[src/rtl/tune_player.sv]
// tune_player: table-driven piezo tune sequencer; define TUNE_FAST_SIM_EN to run durations 16x faster
module tune_player #(
    parameter int PER_W  = 15,
    parameter int DUR_W  = 24,
    parameter int DEPTH  = 16,
    parameter int ADDR_W = $clog2(DEPTH)
) (
    input  logic              clk,
    input  logic              rst,
    input  logic              wr_en,
    input  logic [ADDR_W-1:0] wr_addr,
    input  logic [PER_W-1:0]  wr_period,
    input  logic [DUR_W-1:0]  wr_dur,
    input  logic              wr_last,
    input  logic              go,
    input  logic [ADDR_W-1:0] start_addr,
    input  logic              abort,
    output logic              piezo,
    output logic              piezo_n,
    output logic              busy,
    output logic              done,
    output logic [ADDR_W-1:0] cur_addr
);
`ifdef TUNE_FAST_SIM_EN
    localparam int DUR_INC = 16;
`else
    localparam int DUR_INC = 1;
`endif
    localparam logic [DUR_W:0]    INC       = (DUR_W+1)'(DUR_INC);
    localparam logic [ADDR_W-1:0] LAST_ADDR = ADDR_W'(DEPTH - 1);
    typedef enum logic [1:0] {IDLE, FETCH, PLAY} state_t;
    state_t            state;
    logic [PER_W-1:0]  mem_per [DEPTH];
    logic [DUR_W-1:0]  mem_dur [DEPTH];
    logic              mem_last [DEPTH];
    logic [PER_W-1:0]  period, freq_cnt;
    logic [DUR_W-1:0]  dur, dur_cnt;
    logic              last, audible, sound, note_end;
    always_ff @(posedge clk)
        if (wr_en) begin
            mem_per[wr_addr]  <= wr_period;
            mem_dur[wr_addr]  <= wr_dur;
            mem_last[wr_addr] <= wr_last;
        end
    assign audible  = state == PLAY && period >= PER_W'(2);
    assign sound    = audible && freq_cnt < (period >> 1);
    // widened compare so a duration near the top of the range cannot wrap
    assign note_end = {1'b0, dur_cnt} + INC >= {1'b0, dur};
    always_ff @(posedge clk or posedge rst)
        if (rst) begin
            state    <= IDLE;
            piezo    <= 1'b0;
            piezo_n  <= 1'b0;
            busy     <= 1'b0;
            done     <= 1'b0;
            cur_addr <= '0;
            period   <= '0;
            dur      <= '0;
            last     <= 1'b0;
            freq_cnt <= '0;
            dur_cnt  <= '0;
        end else begin
            done    <= 1'b0;
            piezo   <= sound;
            piezo_n <= audible && !sound;
            if (abort && state != IDLE) begin
                state   <= IDLE;
                busy    <= 1'b0;
                piezo   <= 1'b0;
                piezo_n <= 1'b0;
            end else
                case (state)
                    IDLE:
                        if (go && !abort) begin
                            state    <= FETCH;
                            busy     <= 1'b1;
                            cur_addr <= start_addr;
                        end
                    FETCH: begin
                        period   <= mem_per[cur_addr];
                        dur      <= mem_dur[cur_addr];
                        last     <= mem_last[cur_addr];
                        freq_cnt <= '0;
                        dur_cnt  <= '0;
                        state    <= PLAY;
                    end
                    PLAY: begin
                        freq_cnt <= freq_cnt >= period - PER_W'(1) ? '0 : freq_cnt + 1'b1;
                        dur_cnt  <= dur_cnt + DUR_W'(DUR_INC);
                        if (note_end) begin
                            if (last) begin
                                state <= IDLE;
                                busy  <= 1'b0;
                                done  <= 1'b1;
                            end else begin
                                state    <= FETCH;
                                cur_addr <= cur_addr == LAST_ADDR ? '0 : cur_addr + 1'b1;
                            end
                        end
                    end
                    default: state <= IDLE;
                endcase
        end
endmodule

[config.mk]
export PLATFORM = sky130hd
export DESIGN_NAME = tune_player
export DESIGN_NICKNAME = d
export VERILOG_FILES = /design/src/rtl/tune_player.sv
export SDC_FILE = /design/constraint.sdc
export NUM_CORES = 1
export LEC_CHECK = 0
export BUFFER_PORTS_ARGS = -buffer_cell sky130_fd_sc_hd__buf_2
export CORE_MARGIN = 4
export CORE_UTILIZATION = 55
export CTS_CLUSTER_DIAMETER = 50
export DETAILED_ROUTE_END_ITERATION = 6
export PLACE_DENSITY = 0.75
export SLEW_MARGIN = 15
export SYNTH_ARGS = -nofsm -noshare
export SYNTH_HDL_FRONTEND = slang
export SYNTH_SLANG_ARGS = --single-unit
[constraint.sdc]
create_clock -name clk -period 7.91 [get_ports clk]
set_clock_uncertainty 0.2 [all_clocks]
set_input_delay 2.373 -clock clk [delete_from_list [all_inputs] [get_ports clk]]
set_output_delay 2.373 -clock clk [all_outputs]
set_load 0.02 [all_outputs]
==> summary by stage <==
Synth
The count of different cell masters after synthesis is 69. The yosys synthesis warning count is 0. A synthesized cell averages 19.63 µm². The share of the Yosys chip area taken by registers is 0.7123. The number of instances in the synthesized netlist is 1534. The most common cell in the netlist is sky130_fd_sc_hd__edfxtp_1. The dominant synthesized flop cell is sky130_fd_sc_hd__edfxtp_1. The commonest cells after synthesis are 640 x sky130_fd_sc_hd__edfxtp_1, 200 x sky130_fd_sc_hd__mux4_2, 89 x sky130_fd_sc_hd__dfrtp_1. After synthesis the cells add up to 30110 µm².

Of the post-synthesis cell area, the dominant cell type holds 0.6384. The largest area contributor in the netlist is sky130_fd_sc_hd__edfxtp_1. The number of nets handed over by synthesis was 1649. Ranked by total cell area, the synthesized netlist is headed by sky130_fd_sc_hd__edfxtp_1 64%, sky130_fd_sc_hd__mux4_2 15%, sky130_fd_sc_hd__dfrtp_1 7.4%. The number of enable flip-flop cells after synthesis is 640. Synthesis inferred 729 register bits. The async set or reset register ratio after synthesis is 0.1221.

STA
The final count of pins violating max slew was 0. The total negative slack for setup checks is 0 ns. The worst pin sits at a relative slew slack of 0.3455. The final-report hold violation count is 0. Setup violations remaining at the end of the flow were counted as 0. The final critical path time including I/O delays and setup is 4.593 ns. For the pin with the worst max-slew slack, the measured transition is 0.9794 ns.

Setup repair after global routing left no endpoint under its margin. Static timing analysis puts the maximum clock frequency at 217.7 MHz. The post-route clock period utilization is 0.5807.

Global routing
The leftover overflow at the end of global routing is 0. The initial antenna violation count was 5. The via count of the first global-routing pass was 15526. The all-layer global routing usage is 0.2244. The largest net degree at the start of global routing is 88. The first global-routing pass estimated 98.93 mm of wire.

Floorplanning
The area of the die is 58550 µm². The effective utilization at floorplan is 0.5572. 61 I/O pins were placed. Row generation in the floorplan step produced 85 rows. The floorplan step defined a core boundary enclosing 54030 µm².

The die is 242.0 µm wide. The vertical die dimension is 242.0 µm.

Place
The count of buffers inserted at the top-level ports is 60. The HPWL after detailed placement is 34.61 mm. The congestion estimate from routability-driven global placement came to 0.7982.

Clocking
The TritonCTS clock tree is done. Clock latency on the worst-skew pair, taken at its later pin, is 0.59 ns. The register clock-pin slew on the reported worst setup and hold paths is 0.06 ns. The clock drives 729 sinks. The count of H-tree levels built during CTS is 3. The number of buffers between clock root and the deepest sink is 3. The number of gates resized after CTS was 0. The number of CTS-inserted buffers is 76.

CTS placed an instance of sky130_fd_sc_hd__clkbuf_16 at the clock tree root. After clock tree synthesis, the setup repair step added 0 buffers. The count of hold-fix buffers inserted at cts is 0.

Drt
Dividing the detail-routed via count by the number of cells gives 6.284. Summed over all layers, the routed wires come to 64.52 mm. The number of nets with antenna violations after detailed routing is 0. In the routed design, unresolved DRC markers number 0. In the final routed layout, each cell accounts on average for 27.01 µm. The detailed router finished its first iteration with 1589 violations. Across all layers, the routed design uses 15013 vias. The first detailed-routing pass took 5 iterations.

Final layout
In the final layout, the multi-input gates occupy 8222 µm². For this run, the post-layout net count is 1747. The area overhead of the layout relative to synthesis is 12.21%. Of the cells placed in the final design, the portion with a size suffix greater than 1 is 0.2818.

The share of the core filled with cells in the final layout is 0.6253. Counting the fill cells in the layout gives 3630. The sequential cells in the finished layout cover a total of 21460 µm².

Critical path
The number of cells on the worst reg-to-reg path is 12. Data on the critical path arrives at its endpoint at 4.86 ns. The startpoint type of the worst setup path is a register. The worst setup path is captured at a register. The worst endpoint required time is 8.18 ns.

The critical-path maximum fanout is 8. The path type of the worst setup path is reg2reg.

Power and ir drop
The leakage dissipation is 11.42 nW. Across the VDD grid, the largest voltage drop is 0.2336 mV. For this design the ratio of total power to cell area is 300.0 nW/µm².

Worst hold path
Counting instances, the worst hold path has a depth of 1. The class of the worst hold path is reg2reg.

Outcome
The flow ran to the end, and the final reports show no timing, DRC or antenna violations.

Job
The max-cap check violation count is 0.
## worst max-delay path, stage by stage (launching register included)
cell                        delay [ns]
sky130_fd_sc_hd__dfrtp_1          0.43
sky130_fd_sc_hd__ha_1             0.24
sky130_fd_sc_hd__nand3_1          0.20
sky130_fd_sc_hd__nor3_2           0.50
sky130_fd_sc_hd__nand3_2          0.21
sky130_fd_sc_hd__or3_4            0.44
sky130_fd_sc_hd__xnor2_1          0.14
sky130_fd_sc_hd__ha_1             0.31
sky130_fd_sc_hd__nand3_1          0.10
sky130_fd_sc_hd__or4_1            0.57
sky130_fd_sc_hd__a2111oi_4        0.62
sky130_fd_sc_hd__o31ai_1          0.19
sky130_fd_sc_hd__a211o_1          0.32
## layout by cell type (no fill, tap or decap), types with 5 or more instances in the layout
cell	n
sky130_fd_sc_hd__mux4_2	200
sky130_fd_sc_hd__clkbuf_1	11
sky130_fd_sc_hd__xnor2_1	32
sky130_fd_sc_hd__nand3_1	35
sky130_fd_sc_hd__a21oi_1	25
sky130_fd_sc_hd__edfxtp_1	640
sky130_fd_sc_hd__clkinv_4	5
sky130_fd_sc_hd__nor2_4	12
sky130_fd_sc_hd__bufinv_16	7
sky130_fd_sc_hd__clkbuf_16	79
sky130_fd_sc_hd__o31ai_1	10
sky130_fd_sc_hd__and3_1	9
sky130_fd_sc_hd__clkinv_2	9
sky130_fd_sc_hd__a22o_1	11
sky130_fd_sc_hd__nand2_1	61
sky130_fd_sc_hd__o21ai_0	21
sky130_fd_sc_hd__ha_1	62
sky130_fd_sc_hd__buf_4	25
sky130_fd_sc_hd__xor2_1	8
sky130_fd_sc_hd__nand4_1	8
sky130_fd_sc_hd__dfrtp_1	85
sky130_fd_sc_hd__nor2_1	28
sky130_fd_sc_hd__nor2b_1	5
sky130_fd_sc_hd__inv_1	50
sky130_fd_sc_hd__clkinv_1	11
sky130_fd_sc_hd__o21a_1	8
sky130_fd_sc_hd__nor3_2	5
sky130_fd_sc_hd__nor4_1	6
sky130_fd_sc_hd__nor3_1	14
sky130_fd_sc_hd__o311ai_0	6
sky130_fd_sc_hd__buf_2	60
sky130_fd_sc_hd__clkbuf_8	8
sky130_fd_sc_hd__nand2b_1	6
sky130_fd_sc_hd__a21o_1	11
sky130_fd_sc_hd__mux2_2	40
sky130_fd_sc_hd__nor3b_1	6
## path summary, 6_finish.rpt
check | slack (ns) | from | end
setup reg to reg | 3.32 | dur_cnt[0] | cur_addr[3]
hold / removal | 0.31 | dur[14] | dur[14]
setup / recovery | 3.32 | dur_cnt[0] | cur_addr[3]
hold reg to reg | 0.31 | dur[14] | dur[14]
max in group asynchronous | 4.66 | rst | period[4]
min in group asynchronous | 1.59 | rst | dur[3]
## routing by layer
layer / global-route usage / up-vias / share of wire
met2: 0.3599 / 581 / 0.50
met4: 0.05651 / 4 / 0.018
met1: 0.3293 / 7878 / 0.41
met3: 0.03752 / 90 / 0.071
li1: - / 6460 / -
met5: 0 / - / 0.00026
## area by class of cell
class | instances | area share
timing repair buffer | 87 | 0.01526
inverter | 51 | 0.005741
multi-input combinational | 687 | 0.2434
sequential | 729 | 0.6352
tap | 696 | 0.02578
clock buffer | 98 | 0.06300
clock inverter | 37 | 0.01133
antenna | 4 | 0.0002963
## logic make-up after synthesis
kind of cell | synth area share
flops | 0.7123
fa+ha+maj | 0.02577
simple gates | 0.03666
mux | 0.1656
xor+xnor | 0.01164
compound gates | 0.02951
buf+inv | 0.01853
## registers in the layout, indices dropped and copies added, names as in the netlist
signal / cells
cur_addr: 4
mem_last: 16
piezo_n: 1
state: 2
period: 15
mem_per: 240
freq_cnt: 15
dur: 24
last: 1
mem_dur: 384
piezo: 1
done: 1
dur_cnt: 24
busy: 1
## power by group
group,total (mW),internal [mW],switching [mW]
registers,4.62,4.39,0.226
clock network,3.55,2.13,1.42
logic,1.96,0.964,0.998
total,10.1,7.49,2.65
## through the flow
| step | hold slack (ns) | cells | worst slack (ns) | cell area [µm²] | total power, mW |
|---|---|---|---|---|---|
| global placement | 0.2895 | 2249 | 3.084 | 31250 | 6.614 |
| CTS | 0.3077 | 2384 | 3.350 | 33760 | 10.21 |
| detailed placement | 0.2944 | 2249 | 3.042 | 31250 | 6.668 |
| global route | 0.3177 | 2386 | 3.055 | 33770 | 10.57 |
| finish | 0.3052 | 2389 | 3.317 | 33780 | 10.13 |
| floorplan | 0.2794 | 1534 | 1.595 | 30110 | 6.105 |
(Power assumes the default switching activity.)
